===== config.mk =====
export PLATFORM = sky130hd
export DESIGN_NAME = alu_exec_unit
export DESIGN_NICKNAME = d
export VERILOG_FILES = /design/src/rtl/alu_pkg.sv /design/src/rtl/seq_multiplier.sv /design/src/rtl/alu_exec_unit.sv
export SDC_FILE = /design/constraint.sdc
export NUM_CORES = 1
export LEC_CHECK = 0
export BUFFER_PORTS_ARGS = -buffer_cell sky130_fd_sc_hd__buf_2
export CELL_PAD_IN_SITES_DETAIL_PLACEMENT = 0
export CELL_PAD_IN_SITES_GLOBAL_PLACEMENT = 1
export CORE_MARGIN = 3
export CORE_UTILIZATION = 50
export CTS_BUF_LIST = sky130_fd_sc_hd__clkbuf_16
export DETAILED_ROUTE_END_ITERATION = 6
export PLACE_DENSITY_LB_ADDON = 0.1
export SYNTH_ARGS = -nofsm -noshare
export SYNTH_HDL_FRONTEND = slang
export SYNTH_SLANG_ARGS = --single-unit

===== constraint.sdc =====
create_clock -name clk -period 15.7 [get_ports clk]
set_input_delay 1.57 -clock clk [delete_from_list [all_inputs] [get_ports clk]]
set_output_delay 1.57 -clock clk [all_outputs]
set_load 0.01 [all_outputs]

===== src/rtl/alu_pkg.sv =====
// rtl/alu_pkg.sv - shared operation encodings, FSM state type and width default for the execute-stage ALU
package alu_pkg;

    localparam int ALU_XLEN = 32;

    localparam logic [3:0] ALU_AND  = 4'b0000;
    localparam logic [3:0] ALU_OR   = 4'b0001;
    localparam logic [3:0] ALU_ADD  = 4'b0010;
    localparam logic [3:0] ALU_XOR  = 4'b0011;
    localparam logic [3:0] ALU_SLL  = 4'b0100;
    localparam logic [3:0] ALU_SLTU = 4'b0101;
    localparam logic [3:0] ALU_SUB  = 4'b0110;
    localparam logic [3:0] ALU_SUBU = 4'b0111;
    localparam logic [3:0] ALU_SRL  = 4'b1000;
    localparam logic [3:0] ALU_SLT  = 4'b1010;
    localparam logic [3:0] ALU_SRA  = 4'b1100;

    localparam int ALU_MUL_BIT = 4;

    typedef enum logic [1:0] {
        IDLE = 2'd0,
        BUSY = 2'd1,
        DONE = 2'd2
    } exec_state_t;

endpackage


===== src/rtl/seq_multiplier.sv =====
// rtl/seq_multiplier.sv - iterative shift-add multiplier retiring MUL_STEP multiplier bits per step
// Optional early termination when ALU_MUL_EARLY_TERM_EN is defined.
module seq_multiplier #(
    parameter int XLEN     = 32,
    parameter int MUL_STEP = 1
) (
    input  logic            clk,
    input  logic            reset,
    input  logic            flush,
    input  logic            start,
    input  logic            step,
    input  logic [XLEN-1:0] op_a,
    input  logic [XLEN-1:0] op_b,
    output logic [XLEN-1:0] product,
    output logic            last
);

    localparam int STEPS = XLEN / MUL_STEP;
    localparam int CW    = $clog2(STEPS + 1);
    localparam logic [CW-1:0] LAST_CNT = CW'(STEPS - 1);

    logic [XLEN-1:0] a_q;
    logic [XLEN-1:0] b_q;
    logic [XLEN-1:0] acc;
    logic [XLEN-1:0] acc_next;
    logic [CW-1:0]   count;

    always_comb begin
        acc_next = acc;
        for (int i = 0; i < MUL_STEP; i++) begin
            if (b_q[i]) acc_next = acc_next + (a_q << i);
        end
    end

    always_ff @(posedge clk) begin
        if (reset || flush) begin
            a_q   <= '0;
            b_q   <= '0;
            acc   <= '0;
            count <= '0;
        end else if (start) begin
            a_q   <= op_a;
            b_q   <= op_b;
            acc   <= '0;
            count <= '0;
        end else if (step) begin
            acc   <= acc_next;
            a_q   <= a_q << MUL_STEP;
            b_q   <= b_q >> MUL_STEP;
            count <= count + CW'(1);
        end
    end

    // Only the low XLEN bits are kept, so signedness of the operands does not matter.
    assign product = acc;

`ifdef ALU_MUL_EARLY_TERM_EN
    // Once the bits still waiting behind the current step are zero, no further partial products remain.
    assign last = (count == LAST_CNT) || ((b_q >> MUL_STEP) == '0);
`else
    assign last = (count == LAST_CNT);
`endif

endmodule


===== src/rtl/alu_exec_unit.sv =====
// rtl/alu_exec_unit.sv - execute-stage ALU with branch flags and a stalling sequential MUL
// Multiplier early termination is enabled by defining ALU_MUL_EARLY_TERM_EN.
module alu_exec_unit
    import alu_pkg::*;
#(
    parameter int XLEN     = ALU_XLEN,
    parameter int MUL_STEP = 1
) (
    input  logic            clk,
    input  logic            reset,
    input  logic            OpValid,
    input  logic [4:0]      Operation,
    input  logic [XLEN-1:0] SrcA,
    input  logic [XLEN-1:0] SrcB,
    input  logic            Flush,
    output logic [XLEN-1:0] ALUResult,
    output logic            Zero,
    output logic            Lt,
    output logic            Ltu,
    output logic            Stall,
    output logic            MulDone
);

    exec_state_t     state;
    exec_state_t     state_next;
    logic [XLEN-1:0] alu_comb;
    logic [XLEN-1:0] product;
    logic [4:0]      shamt;
    logic            mul_start;
    logic            mul_last;

    assign shamt = SrcB[4:0];
    assign Lt    = $signed(SrcA) < $signed(SrcB);
    assign Ltu   = SrcA < SrcB;

    always_comb begin
        alu_comb = '0;
        case (Operation[3:0])
            ALU_AND:            alu_comb = SrcA & SrcB;
            ALU_OR:             alu_comb = SrcA | SrcB;
            ALU_ADD:            alu_comb = SrcA + SrcB;
            ALU_XOR:            alu_comb = SrcA ^ SrcB;
            ALU_SLL:            alu_comb = SrcA << shamt;
            ALU_SLTU:           alu_comb = {{(XLEN-1){1'b0}}, Ltu};
            ALU_SUB, ALU_SUBU:  alu_comb = SrcA - SrcB;
            ALU_SRL:            alu_comb = SrcA >> shamt;
            ALU_SLT:            alu_comb = {{(XLEN-1){1'b0}}, Lt};
            ALU_SRA:            alu_comb = XLEN'($signed(SrcA) >>> shamt);
            default:            alu_comb = '0;
        endcase
    end

    always_ff @(posedge clk) begin
        if (reset) state <= IDLE;
        else       state <= state_next;
    end

    always_comb begin
        state_next = state;
        mul_start  = 1'b0;
        Stall      = 1'b0;
        MulDone    = 1'b0;
        case (state)
            IDLE: begin
                if (OpValid && Operation[ALU_MUL_BIT] && !Flush) begin
                    mul_start  = 1'b1;
                    Stall      = 1'b1;
                    state_next = BUSY;
                end
            end
            BUSY: begin
                Stall = 1'b1;
                if (Flush)         state_next = IDLE;
                else if (mul_last) state_next = DONE;
            end
            // Live inputs are ignored here so a still-presented MUL does not reissue.
            DONE: begin
                MulDone    = !Flush;
                state_next = IDLE;
            end
            default: state_next = IDLE;
        endcase
        if (reset) begin
            mul_start = 1'b0;
            Stall     = 1'b0;
            MulDone   = 1'b0;
        end
    end

    always_comb begin
        ALUResult = alu_comb;
        if (!reset) begin
            case (state)
                BUSY:    ALUResult = '0;
                DONE:    ALUResult = product;
                default: ALUResult = alu_comb;
            endcase
        end
    end

    assign Zero = (ALUResult == '0);

    seq_multiplier #(
        .XLEN     (XLEN),
        .MUL_STEP (MUL_STEP)
    ) u_mul (
        .clk     (clk),
        .reset   (reset),
        .flush   (Flush && (state != IDLE)),
        .start   (mul_start),
        .step    ((state == BUSY) && !Flush),
        .op_a    (SrcA),
        .op_b    (SrcB),
        .product (product),
        .last    (mul_last)
    );

endmodule

==> results of run 1 <==
-- placed cells by master, fill, tap and decap left out, drive strengths merged, types with 32 or more instances in the layout --
cell,instances
nand3,36
xnor2,32
o21ai,96
a211oi,32
a311oi,67
buf,144
a21oi,174
dfxtp,104
nand2,318
nor3,55
mux4,62
mux2i,58
ha,144
inv,122
nor2,206
-- state kept, by name, indices dropped and copies added (netlist names) --
signal,flops
u_mul.a_q,32
state,2
u_mul.count,6
u_mul.product,32
u_mul.b_q,32
-- critical path: cells and delay by family --
family,cells,cell delay (ps)
compound gates,5,1880
buf+inv,4,1340
fa+ha+maj,1,520
simple gates,7,1980
-- logic make-up (layout without fill, tap and decap cells) --
kind of cell	count (synthesis)	after routing	share of synthesized area, %
and+or+nand+nor	789	789	22.4
muxes	140	140	13.9
buffers and inverters	295	280	7.49
AOI/OAI and AO/OA	679	679	29.2
xor gates and xnor gates	45	45	2.45
adders and majority gates	147	147	11.6
DFF	104	104	13.0
-- path summary, 6_finish.rpt --
check | end | slack (ps)
worst max-delay path | Zero | 6770
worst min-delay path | u_mul.b_q[6]$_SDFFE_PP0P_ | 470
worst max register to register | u_mul.product[26]$_SDFFE_PP0P_ | 11850
worst min register to register | u_mul.b_q[6]$_SDFFE_PP0P_ | 470
-- layout make-up --
class	instances	area [um^2]
Tap cell	402	503
Inverter	120	450
Multi-Input combinational cell	1800	12800
Sequential cell	104	2080
Fill cell	3131	14600
Clock buffer	9	225
Timing Repair Buffer	144	811
Clock inverter	7	103
-- metrics by stage --
stage / hold slack [ps] / setup WS [ps] / total power [W] / util [%] / std cells
after CTS: 478 / 6910 / 0.000992 / 53.7 / 2586
final: 474 / 6770 / 0.00101 / 53.7 / 2586
after detailed placement: 468 / 6930 / 0.000728 / 52.7 / 2570
after global placement: 458 / 6960 / 0.000730 / 52.7 / 2570
after global routing: 492 / 6640 / 0.00104 / 53.7 / 2586
after floorplan: 448 / 8480 / 0.000577 / - / 2199
-- metal layers --
metal	global-route usage (%)	wire [um]
met1	58.1	29600
met2	60.6	30500
met3	12.3	10200
met4	16.8	3670
met5	0	13
-- power breakdown --
group / switching, W / internal, W / leakage [nW]
Clock: 0.000122 / 0.000142 / 0.157
Combinational: 0.000310 / 0.000161 / 5.99
Sequential: 0.00000475 / 0.000270 / 0.841
Total: 0.000437 / 0.000572 / 6.99
==> flow_summary.yaml, run 1 <==
global_route:
  grt_usage_pct: 41.8
  overflow: 0
  antenna_found_initial: 2
  grt_max_degree: 78
  grt_pass1_vias: 16700
  grt_pass1_wl_mm: 108
critical_path:
  arrival_ps: 7360
  critPathKind: "in -> out"
  crit_path_end_kind: "output port"
  worstPathRequired_ps: 14130
  r2r_start: "u_mul.a_q[0]$_SDFFE_PP0P_"
  critPathMaxStageDelay_ps: 970
  crit_fanout: 74
  crit_chain: "buf_2 > buf_4 > inv_2 > ha_1 > nand2b_1 > a2111oi_0 > o31ai_1 > a21o_1 > a211oi_1 > a32oi_1 > or3_1 > nor4_1 > nand4_1 > nor4_1 > nand2_1 > nor3_2 > buf_2"
  crit_slowest_cell: "a2111oi_0"
  startpoint: "SrcB[2]"
  cp-start-kind: "input pin"
  reg2regPathDepth: 15
cts:
  post_cts_buffers: 0
  postCtsHoldBufs: 0
  numCtsBuffers: 9
  h-tree-depth: 3
  cts_tree: "yes"
  clock-sinks: 104
  cts_resized: 0
  clk_pin_slew_ps: 90
  clock_path_buffers: 2
  clockRootBuffer: "clkbuf_16"
  worstSkewPairLatency_ps: 390
synth:
  synthTopCellsByCount: "nand2_1, nor2_1, a21oi_1"
  synth.area.top_cells: "dfxtp_1, ha_1, mux4_2, nand2_1, a21oi_1"
  yosys.area.top_type_share_pct: 13.0
  synthArstFlopShare_pct: 0
  synth_top_area_cell: "dfxtp_1"
  syn_area_per_cell_um2: 7.31
  postSynthCellCount: 2199
  synth_area_mm2: 0.0161
  synth-edff-count: 0
  synth_most_common_cell: "nand2_1"
  synthesis.nets: 2419
  ys_types: 87
  synth-main-ff-cell: "dfxtp_1"
  yosys_warnings: 0
  seq_area_frac_synth_pct: 13.0
  synth-seq-cells: 104
floorplan:
  die_w_um: 185
  fp-row-count: 65
  ios: 110
  start_util_pct: 50.8
  fp.coreArea_mm2: 0.0316
  die-area_mm2: 0.0343
  die_h_um: 185
place:
  dpl_cell_area_mm2: 0.0167
  place.gp.congestion: 1.04
  dp_hpwl_mm: 54.9
  portBuffers: 109
power_and_ir_drop:
  p_leak_nw: 6.99
  ir_drop_v: 0.0000826
  powerDensity_mw_per_mm2: 59.4
timing:
  rsz0062_at_grt: "no"
  tightest_slew_ps: 1160
  max-slew-margin-rel_pct: 21.8
  fin_setup_tns_ps: 0
  clock.fmax_mhz: 112
  final-setup-viol-count: 0
  final_hold_viol_count: 0
  clock_skew_ps: 12.5
  finalCritPeriodShare_pct: 56.9
  slew_violations: 0
  finalCriticalPeriod_ps: 8930
outcome:
  status: "finished with violations"
  violations: "DRC"
detailed_routing:
  postRouteAntennaNets: 0
  wl_per_cell_um: 28.6
  drc_errors: 1
  firstDrtPassIters: 7
  post_drt_via_cell_ratio: 7.12
  routed_wl_mm: 74.0
  drtIter0Drc: 2546
  via_count: 18400
worst_hold_path:
  hold_depth: 2
  min-delay-start: "u_mul.b_q[7]$_SDFFE_PP0P_"
  hold_path_class: "reg -> reg"
layout:
  drive_gt1_share_pct: 12.1
  finalNetCount: 2399
  syn2layout_area_growth_pct: 5.70
  final_cell_area_mm2: 0.0170
  diodes: 0
job:
  max-cap-violations: 0
(Power assumes the default switching activity.)
==> inputs of run 2 (changes only) <==
--- a/config.mk
+++ b/config.mk
@@ -9,7 +9,7 @@
 export CELL_PAD_IN_SITES_DETAIL_PLACEMENT = 0
 export CELL_PAD_IN_SITES_GLOBAL_PLACEMENT = 1
 export CORE_MARGIN = 3
-export CORE_UTILIZATION = 50
+export CORE_UTILIZATION = 47
 export CTS_BUF_LIST = sky130_fd_sc_hd__clkbuf_16
 export DETAILED_ROUTE_END_ITERATION = 6
 export PLACE_DENSITY_LB_ADDON = 0.1
==> constraint.sdc (replaced) <==
create_clock -name clk -period 8.5 [get_ports clk]
set_input_delay 0.85 -clock clk [delete_from_list [all_inputs] [get_ports clk]]
set_output_delay 0.85 -clock clk [all_outputs]
set_load 0.01 [all_outputs]
==> flow_summary.yaml, run 2 (synthesis results as in run 1) <==
timing:
  finalCriticalPeriod_ps: 6980
  max-slew-margin-rel_pct: 20.5
  final_hold_viol_count: 0
  fin_setup_tns_ps: 0
  fin_hold_ws_ps: 470
  finalCritPeriodShare_pct: 82.1
  tightest_slew_ps: 1180
  slew_violations: 0
  rsz0062_at_grt: "no"
  clock_skew_ps: 11.0
  final-setup-viol-count: 0
  clock.fmax_mhz: 143
outcome:
  status: "finished with violations"
  violations: "DRC"
critical_path:
  crit_path_end_kind: "output port"
  arrival_ps: 6130
  critPathTopFamily: "compound AO/OA/AOI/OAI gates"
  cp-start-kind: "input pin"
  critPathKind: "in -> out"
  path_buf_inv: 3
  critPathMaxStageDelay_ps: 980
  crit_chain: "buf_2 > inv_2 > fa_1 > nand2b_1 > a2111oi_1 > o31ai_1 > a21oi_1 > a2111oi_0 > o31ai_1 > a21oi_1 > and3b_1 > a2111o_1 > nor4_1 > nand2_1 > nor3_2 > buf_2"
  crit_slowest_cell: "a2111oi_1"
  crit_fanout: 24
  worstPathRequired_ps: 7650
global_route:
  grt_usage_pct: 40.8
  grt_pass1_wl_mm: 113
  grt_max_degree: 79
  grt_pass1_vias: 17200
  overflow: 0
  antenna_found_initial: 2
detailed_routing:
  routed_wl_mm: 76.2
  via_count: 18500
  postRouteAntennaNets: 0
  post_drt_via_cell_ratio: 7.05
  route.met2.wl_mm: 31.7
  wl_per_cell_um: 29.0
  met3WireLength_mm: 9.41
  drc_errors: 1
  met1Wirelength_mm: 30.8
  firstDrtPassIters: 7
  drtIter0Drc: 2586
  dr.max_layer_used: "met5"
cts:
  worstSkewPairLatency_ps: 370
  cts_tree: "yes"
  clock-sinks: 104
  clk_pin_slew_ps: 70
  numCtsBuffers: 9
  post_cts_buffers: 0
  clock_path_buffers: 2
  postCtsHoldBufs: 0
  h-tree-depth: 3
  clockRootBuffer: "clkbuf_16"
  cts_resized: 0
place:
  portBuffers: 109
  dp_hpwl_mm: 57.1
  place.gp.congestion: 1.11
  dpl_cell_area_mm2: 0.0167
floorplan:
  fp-row-count: 67
  die_h_um: 191
  die-area_mm2: 0.0365
  ios: 110
  die_w_um: 191
  start_util_pct: 47.8
  fp.coreArea_mm2: 0.0336
power_and_ir_drop:
  swShare_pct: 44.5
  finalPower_w: 0.00179
  p_int_w: 0.000994
  ir_drop_v: 0.0000780
  share_comb_of_total_power_pct: 48.9
  powerDensity_mw_per_mm2: 105
  p_leak_nw: 6.97
  pwr-share-seq_pct: 28.3
  p_switching_w: 0.000797
  p_clk_share_pct: 22.8
layout:
  final_cell_area_mm2: 0.0170
  drive_gt1_share_pct: 12.1
  final_common_cell: "nand2_1"
  final_cell_mix: "nand2_1, nor2_1, a21oi_1, ha_1, inv_1"
  diodes: 0
  syn2layout_area_growth_pct: 5.76
  finalNetCount: 2399
  finish.utilization_pct: 50.6
job:
  max-cap-violations: 0
worst_hold_path:
  hold_path_class: "reg -> reg"
==> run 2: changes by cell type in the layout (fill, tap and decap cells not counted), moves of 2 or more <==
cell	before	now
inv_1	118	120
bufinv_16	2	0
inv_6	0	2
inv_8	2	0
==> run 2: routing by layer <==
metal	track usage, %	vias to the layer above
met2	59.9	1276
li1	-	8114
met4	19.3	2
met5	0	-
met3	9.72	273
met1	56.3	8881
==> run 2: area by class of cell <==
type	count	area, um^2
Clock buffer	9	225
Clock inverter	7	47.5
Fill cell	3418	16600
Inverter	120	450
Multi-Input combinational cell	1800	12800
Sequential cell	104	2080
Tap cell	448	561
Timing Repair Buffer	144	811
==> run 2: stage by stage <==
stage                     cells  worst slack, ps
after floorplan            2199             2720
after CTS                  2632             1470
after detailed placement   2616             1490
after global placement     2616             1500
after global routing       2632             1320
final                      2632             1520
==> run 2: worst paths after layout <==
kind	from	end	slack, ps	cells past startpoint
worst max-delay path	SrcB[1]	Zero	1520	16
worst min-delay path	u_mul.b_q[31]$_SDFFE_PP0P_	u_mul.b_q[31]$_SDFFE_PP0P_	470	2
worst max register to register	u_mul.product[0]$_SDFFE_PP0P_	u_mul.product[26]$_SDFFE_PP0P_	4660	15
worst min register to register	u_mul.b_q[31]$_SDFFE_PP0P_	u_mul.b_q[31]$_SDFFE_PP0P_	470	2
==> run 2: worst reg2reg max path: cells and delay by family (launching register included) <==
kind	cells	cell delay, ps
XOR/XNOR	1	170
flip-flops	1	370
buffers and inverters	1	70
adder cells (fa/ha/maj)	2	600
AO/OA/AOI/OAI	9	2360
AND/OR/NAND/NOR	2	230
==> run 2: power by group through the flow <==
stage	clock network [W]	registers [W]	logic [W]
2_1_floorplan	0	0.000515	0.000551
3_3_place_gp	0	0.000518	0.000836
3_5_place_dp	0	0.000518	0.000836
4_1_cts	0.000421	0.000506	0.000840
5_1_grt	0.000436	0.000508	0.000920
6_report	0.000409	0.000507	0.000875
